`src/rtl/oam_dma_ctrl.sv`:
```
// Sprite DMA sequencer: a CPU write to DMA_REG stalls the CPU and copies one 256-byte page into OAM_DATA.
// Optional macro OAM_DMA_ALIGN_EN inserts one ALIGN cycle when HALT lands on an odd CPU cycle.
module oam_dma_ctrl #(
    parameter int          RD_LAT   = 1,
    parameter logic [15:0] DMA_REG  = 16'h4014,
    parameter logic [15:0] OAM_DATA = 16'h2004
) (
    input  logic        Clk,
    input  logic        Res_n,
    input  logic        Enable,
    input  logic [15:0] cpu_addr,
    input  logic        cpu_wr_n,
    input  logic [7:0]  cpu_do,
    input  logic [7:0]  bus_din,
    output logic        rdy,
    output logic        dma_own,
    output logic [15:0] dma_addr,
    output logic        dma_wr_n,
    output logic [7:0]  dma_do,
    output logic        busy
);

    localparam logic RC_LAST = 1'(RD_LAT);

`ifdef OAM_DMA_ALIGN_EN
    typedef enum logic [2:0] {S_IDLE, S_HALT, S_ALIGN, S_READ, S_WRITE} state_t;
`else
    typedef enum logic [2:0] {S_IDLE, S_HALT, S_READ, S_WRITE} state_t;
`endif

    state_t      state;
    state_t      state_nxt;
    logic [7:0]  page;
    logic [7:0]  idx;
    logic        rc;
    logic        parity;
    logic        last_rd;
    logic [15:0] addr_hold;
    logic [7:0]  do_hold;
    logic [7:0]  data_r;

    assign last_rd = (rc == RC_LAST);
    assign busy    = (state != S_IDLE);

`ifndef OAM_DMA_ALIGN_EN
    // Parity still runs so both builds share the same register set; only alignment reads it.
    logic unused_parity;
    assign unused_parity = parity;
`endif

    always_comb begin
        state_nxt = state;
        rdy       = 1'b0;
        dma_own   = 1'b0;
        dma_wr_n  = 1'b1;
        dma_addr  = addr_hold;
        dma_do    = do_hold;
        case (state)
            S_IDLE: begin
                rdy = 1'b1;
                if (!cpu_wr_n && cpu_addr == DMA_REG)
                    state_nxt = S_HALT;
            end
            S_HALT: begin
`ifdef OAM_DMA_ALIGN_EN
                state_nxt = parity ? S_ALIGN : S_READ;
`else
                state_nxt = S_READ;
`endif
            end
`ifdef OAM_DMA_ALIGN_EN
            S_ALIGN: state_nxt = S_READ;
`endif
            S_READ: begin
                dma_own  = 1'b1;
                dma_addr = {page, idx};
                if (last_rd)
                    state_nxt = S_WRITE;
            end
            S_WRITE: begin
                dma_own   = 1'b1;
                dma_wr_n  = 1'b0;
                dma_addr  = OAM_DATA;
                dma_do    = data_r;
                state_nxt = (idx == 8'hFF) ? S_IDLE : S_READ;
            end
            default: state_nxt = S_IDLE;
        endcase
    end

    // Control state; the hold registers keep the last bus values visible while the bus is released.
    always_ff @(posedge Clk or negedge Res_n) begin
        if (!Res_n) begin
            state     <= S_IDLE;
            page      <= 8'h00;
            idx       <= 8'h00;
            rc        <= 1'b0;
            parity    <= 1'b0;
            addr_hold <= 16'h0000;
            do_hold   <= 8'h00;
        end else if (Enable) begin
            parity    <= ~parity;
            state     <= state_nxt;
            addr_hold <= dma_addr;
            do_hold   <= dma_do;
            case (state)
                S_IDLE: begin
                    if (state_nxt == S_HALT) begin
                        page <= cpu_do;
                        idx  <= 8'h00;
                        rc   <= 1'b0;
                    end
                end
                S_READ:  rc <= last_rd ? 1'b0 : rc + 1'b1;
                S_WRITE: if (idx != 8'hFF) idx <= idx + 8'h01;
                default: ;
            endcase
        end
    end

    // Read data capture on the final READ cycle
    always_ff @(posedge Clk) begin
        if (Enable && state == S_READ && last_rd)
            data_r <= bus_din;
    end

endmodule

```
`config.mk`:
```
export PLATFORM = sky130hd
export DESIGN_NAME = oam_dma_ctrl
export DESIGN_NICKNAME = d
export VERILOG_FILES = /design/src/rtl/oam_dma_ctrl.sv
export SDC_FILE = /design/constraint.sdc
export NUM_CORES = 1
export LEC_CHECK = 0
export ABC_CLOCK_PERIOD_IN_PS = 2000
export CAP_MARGIN = 20
export CELL_PAD_IN_SITES_DETAIL_PLACEMENT = 0
export CELL_PAD_IN_SITES_GLOBAL_PLACEMENT = 1
export CORE_UTILIZATION = 40
export CTS_BUF_LIST = sky130_fd_sc_hd__clkbuf_8 sky130_fd_sc_hd__clkbuf_16
export CTS_CLUSTER_DIAMETER = 60
export DETAILED_ROUTE_END_ITERATION = 10
export DONT_BUFFER_PORTS = 1
export GPL_TIMING_DRIVEN = 0
export PLACE_DENSITY_LB_ADDON = 0.15
export SYNTH_ARGS = -nofsm -noshare
export SYNTH_HDL_FRONTEND = slang
export SYNTH_SLANG_ARGS = --single-unit
```
`constraint.sdc`:
```
create_clock -name Clk -period 2 [get_ports Clk]
set_clock_uncertainty 0.05 [all_clocks]
set_input_delay 0.2 -clock Clk [delete_from_list [all_inputs] [get_ports Clk]]
set_output_delay 0.2 -clock Clk [all_outputs]
set_load 0.005 [all_outputs]
```
==> run metrics <==
worst slack at placement -0.0800 ns; Synth cell types 35; Clock H-tree levels 2; dominant synthesized flop cell dfrtp_1; Synth Net Count approximately 250; stage delay of the slowest cell on the critical path approximately 0.47 ns; startpoint type of the worst setup path flip-flop; via count ~1,800; number of instances in the synthesized netlist 215; P_leak roughly 0.0013 uW; number of max-capacitance violations reported 0; worst endpoint required time between 1.5 and 2 ns; clock-pin slew of the registers on the worst-case setup and hold paths around 0.090 ns; routability-driven placement congestion ratio approximately 0.7; Reg2Reg Setup Slack 0.10 ns; area share of the largest cell type after synthesis a little over two fifths; number of diodes added for antenna fixing 0; Fmax achieved 0.514 GHz; mapped cell area around 0.0025 mm2; number of slew-limit violations in the final report 0; Port-buffer cells 0; Nets 280; Worst-Margin Slew 0.578 ns; global-route wire length before repair approximately 9000 um; part of the Yosys area used for sequential elements a little over half; I/O pin count 64; initial antenna violation count 0; Max rail drop VDD just over 0.4 mV; worst-path cell chain nand2b_1, clkbuf_1, o21ai_0; Seq cells post-synth 52; CTS buffer count 5; data arrival time at the worst-slack endpoint about 1.7 ns; Most Crowded Layer GR met2; post-synthesis average cell area 11.7 um2; Critical Path Fanout Max 10; remaining global-route overflow 0; global-route met3 utilization 5.06%; destination of the worst register-to-register timing path page[6]$_DFFE_PN0P_; largest area contributor in the netlist dfrtp_1; overall routing resource usage 18.3%; power per standard cell area 968 mW/mm2; pin count of the biggest net entering global routing between 40 and 50; cell chosen for the clock root clkbuf_8; Hold Path Cell Cnt 3; synthesis-to-finish area growth 16.9%; Core Area roughly 0.006 mm2; worst reg2reg path depth 6; post-layout minimum cycle time approximately 1.9 ns; standard cell with the maximum stage delay on the critical path dfrtp_2; First-pass DRT Iterations 4; post-DR wirelength/cell around 17 um; clk sink count 52; ratio of cells with drive above 1 in the final layout between 20 and 30%; global-route met2 utilization about a third; share of flip-flops with an asynchronous set or reset between 80% and 90%; die area approximately 0.0066 mm2; Worst setup EP type output pin; 1st-iter DRT viols between 100 and 150; type of the tightest min-delay check primary input to flip-flop; post-route DRC violation count 0; fraction of the cycle the final worst path needs a little over nine tenths; starting utilization of the core area 42.0%; post-route antenna net violation count 0; Hold Crit Endpoint last_rd$_DFFE_PN0P_; clock latency reported for the late side of the worst-skew pair 0.30 ns; worst relative slew slack between 60% and 70%; RSZ-0062 raised after global routing yes; DRT Wirelength between 5000 and 6000 um; die width 81.3 um; overall die height approximately 80 um; worst setup slack after layout 0.0540 ns; worst-case hold slack around 0.098 ns; cell types with the largest area share after synthesis dfrtp_1 (44%), mux2_2 (17%), edfxtp_1 (9.6%); TritonCTS clock tree yes; status finished clean; row cnt 28; final hold violation count 0; startpoint of the lowest-slack hold path cpu_addr[2]; post-detail-place hpwl 3890 um; Critical Setup Path Class flip-flop to output pin; Max clock buf depth 2; Yosys Warn Count 0; via count of the first global-routing pass approximately 1,800; number of enable-type register cells in the synthesized netlist 8; met1 capacity usage during global routing between 20% and 30%; routed via count divided by cell count approximately 5.5; most frequent cells in the layout dfrtp_1 (43), mux2_2 (37), nand2_1 (33), dlygate4sd3_1 (18), o21ai_0 (17); # setup viols final 0; startpoint of the worst-slack reg-to-reg timing path state[1]$_DFFE_PN0P_; most common cell after layout, fill and taps aside dfrtp_1
timing repair:
action,CTS,global route
pin swaps,0,1
setup buffers,0,3
hold buffers,19,0
resized for setup,1,8
setup endpoints to repair,24,20
hold endpoints to repair,61,0
layer usage:
layer  wire length (um)  vias to the layer above
met4                102                        0
met3                367                       10
met5                  0                        -
met1               2210                      884
li1                   -                      819
met2               2770                       51
worst max path at each step:
stage,from,slack (ns),to
4_1_cts,state[1]$_DFFE_PN0P_,0.006,dma_do[4]
6_report,state[2]$_DFFE_PN0P_,0.05,dma_addr[5]
3_3_place_gp,state[0]$_DFFE_PN0P_,-0.03,data_r[0]$_DFFE_PP_
2_1_floorplan,state[1]$_DFFE_PN0P_,0.24,page[0]$_DFFE_PN0P_
5_1_grt,state[2]$_DFFE_PN0P_,-0.02,dma_addr[5]
3_5_place_dp,state[0]$_DFFE_PN0P_,-0.08,data_r[0]$_DFFE_PP_
Yosys cell counts, drive strengths merged (2+ instances only):
cell type,number
mux2,41
nand3,5
edfxtp,8
a21oi,3
mux2i,3
nor2,10
clkbuf,5
buf,5
inv,4
dfrtp,44
xor2,4
o21ai,20
and4,2
nor4b,3
nand4,4
o211ai,3
nand2,34
nor3,4
and3,3
cell type report:
cell class                 instances  area (um2)
sequential                        52        1340
multi-input combinational        149        1100
clock inverter                     2        10.0
clock buffer                       6        82.6
inverter                           4        18.8
fill                             530        3050
tap                               75        93.8
timing repair buffer              22         230
buffer                             9        57.6
cell families (layout without fill, tap and decap cells):
family	after synthesis	after routing	share of synthesized area [%]
XOR/XNOR	4	4	1.39
AO/OA/AOI/OAI	29	29	6.52
adder cells (fa/ha/maj)	1	1	0.497
AND/OR/NAND/NOR	71	71	15.1
multiplexers	44	44	20.1
buffers and inverters	14	43	2.98
flip-flops	52	52	53.3
flip-flops by register name, summed over array words and instances (netlist names):
register	count
do_hold	8
last_rd	1
data_r	8
page	8
addr_hold	16
idx	8
state	3
where the power goes:
group	switching (uW)	internal, uW	leakage (uW)
clock	333	277	0.0000510
combinational	416	385	0.000557
sequential	144	1290	0.000653
total	893	1950	0.00126
worst max-delay path: cells and delay by family, from the launching register on:
family                 cells  cell delay (ns)
and+or+nand+nor            1             0.24
DFF                        1             0.47
buffers and inverters      1             0.27
AOI/OAI and AO/OA          1             0.42
stage by stage:
| stage | total power (uW) | instance area [um2] | TNS, ns | utilization (%) | cells |
|---|---|---|---|---|---|
| floorplan | 2010 | 2510 | 0 | - | 215 |
| global placement | 2160 | 2610 | -0.232 | 43.5 | 290 |
| detailed placement | 2220 | 2610 | -0.636 | 43.5 | 290 |
| CTS | 2870 | 2910 | 0 | 48.5 | 316 |
| global route | 3050 | 2940 | -0.0576 | 49.1 | 319 |
| finish | 2850 | 2940 | 0 | 49.1 | 319 |
Note: power is estimated with default switching activity, not from simulation.
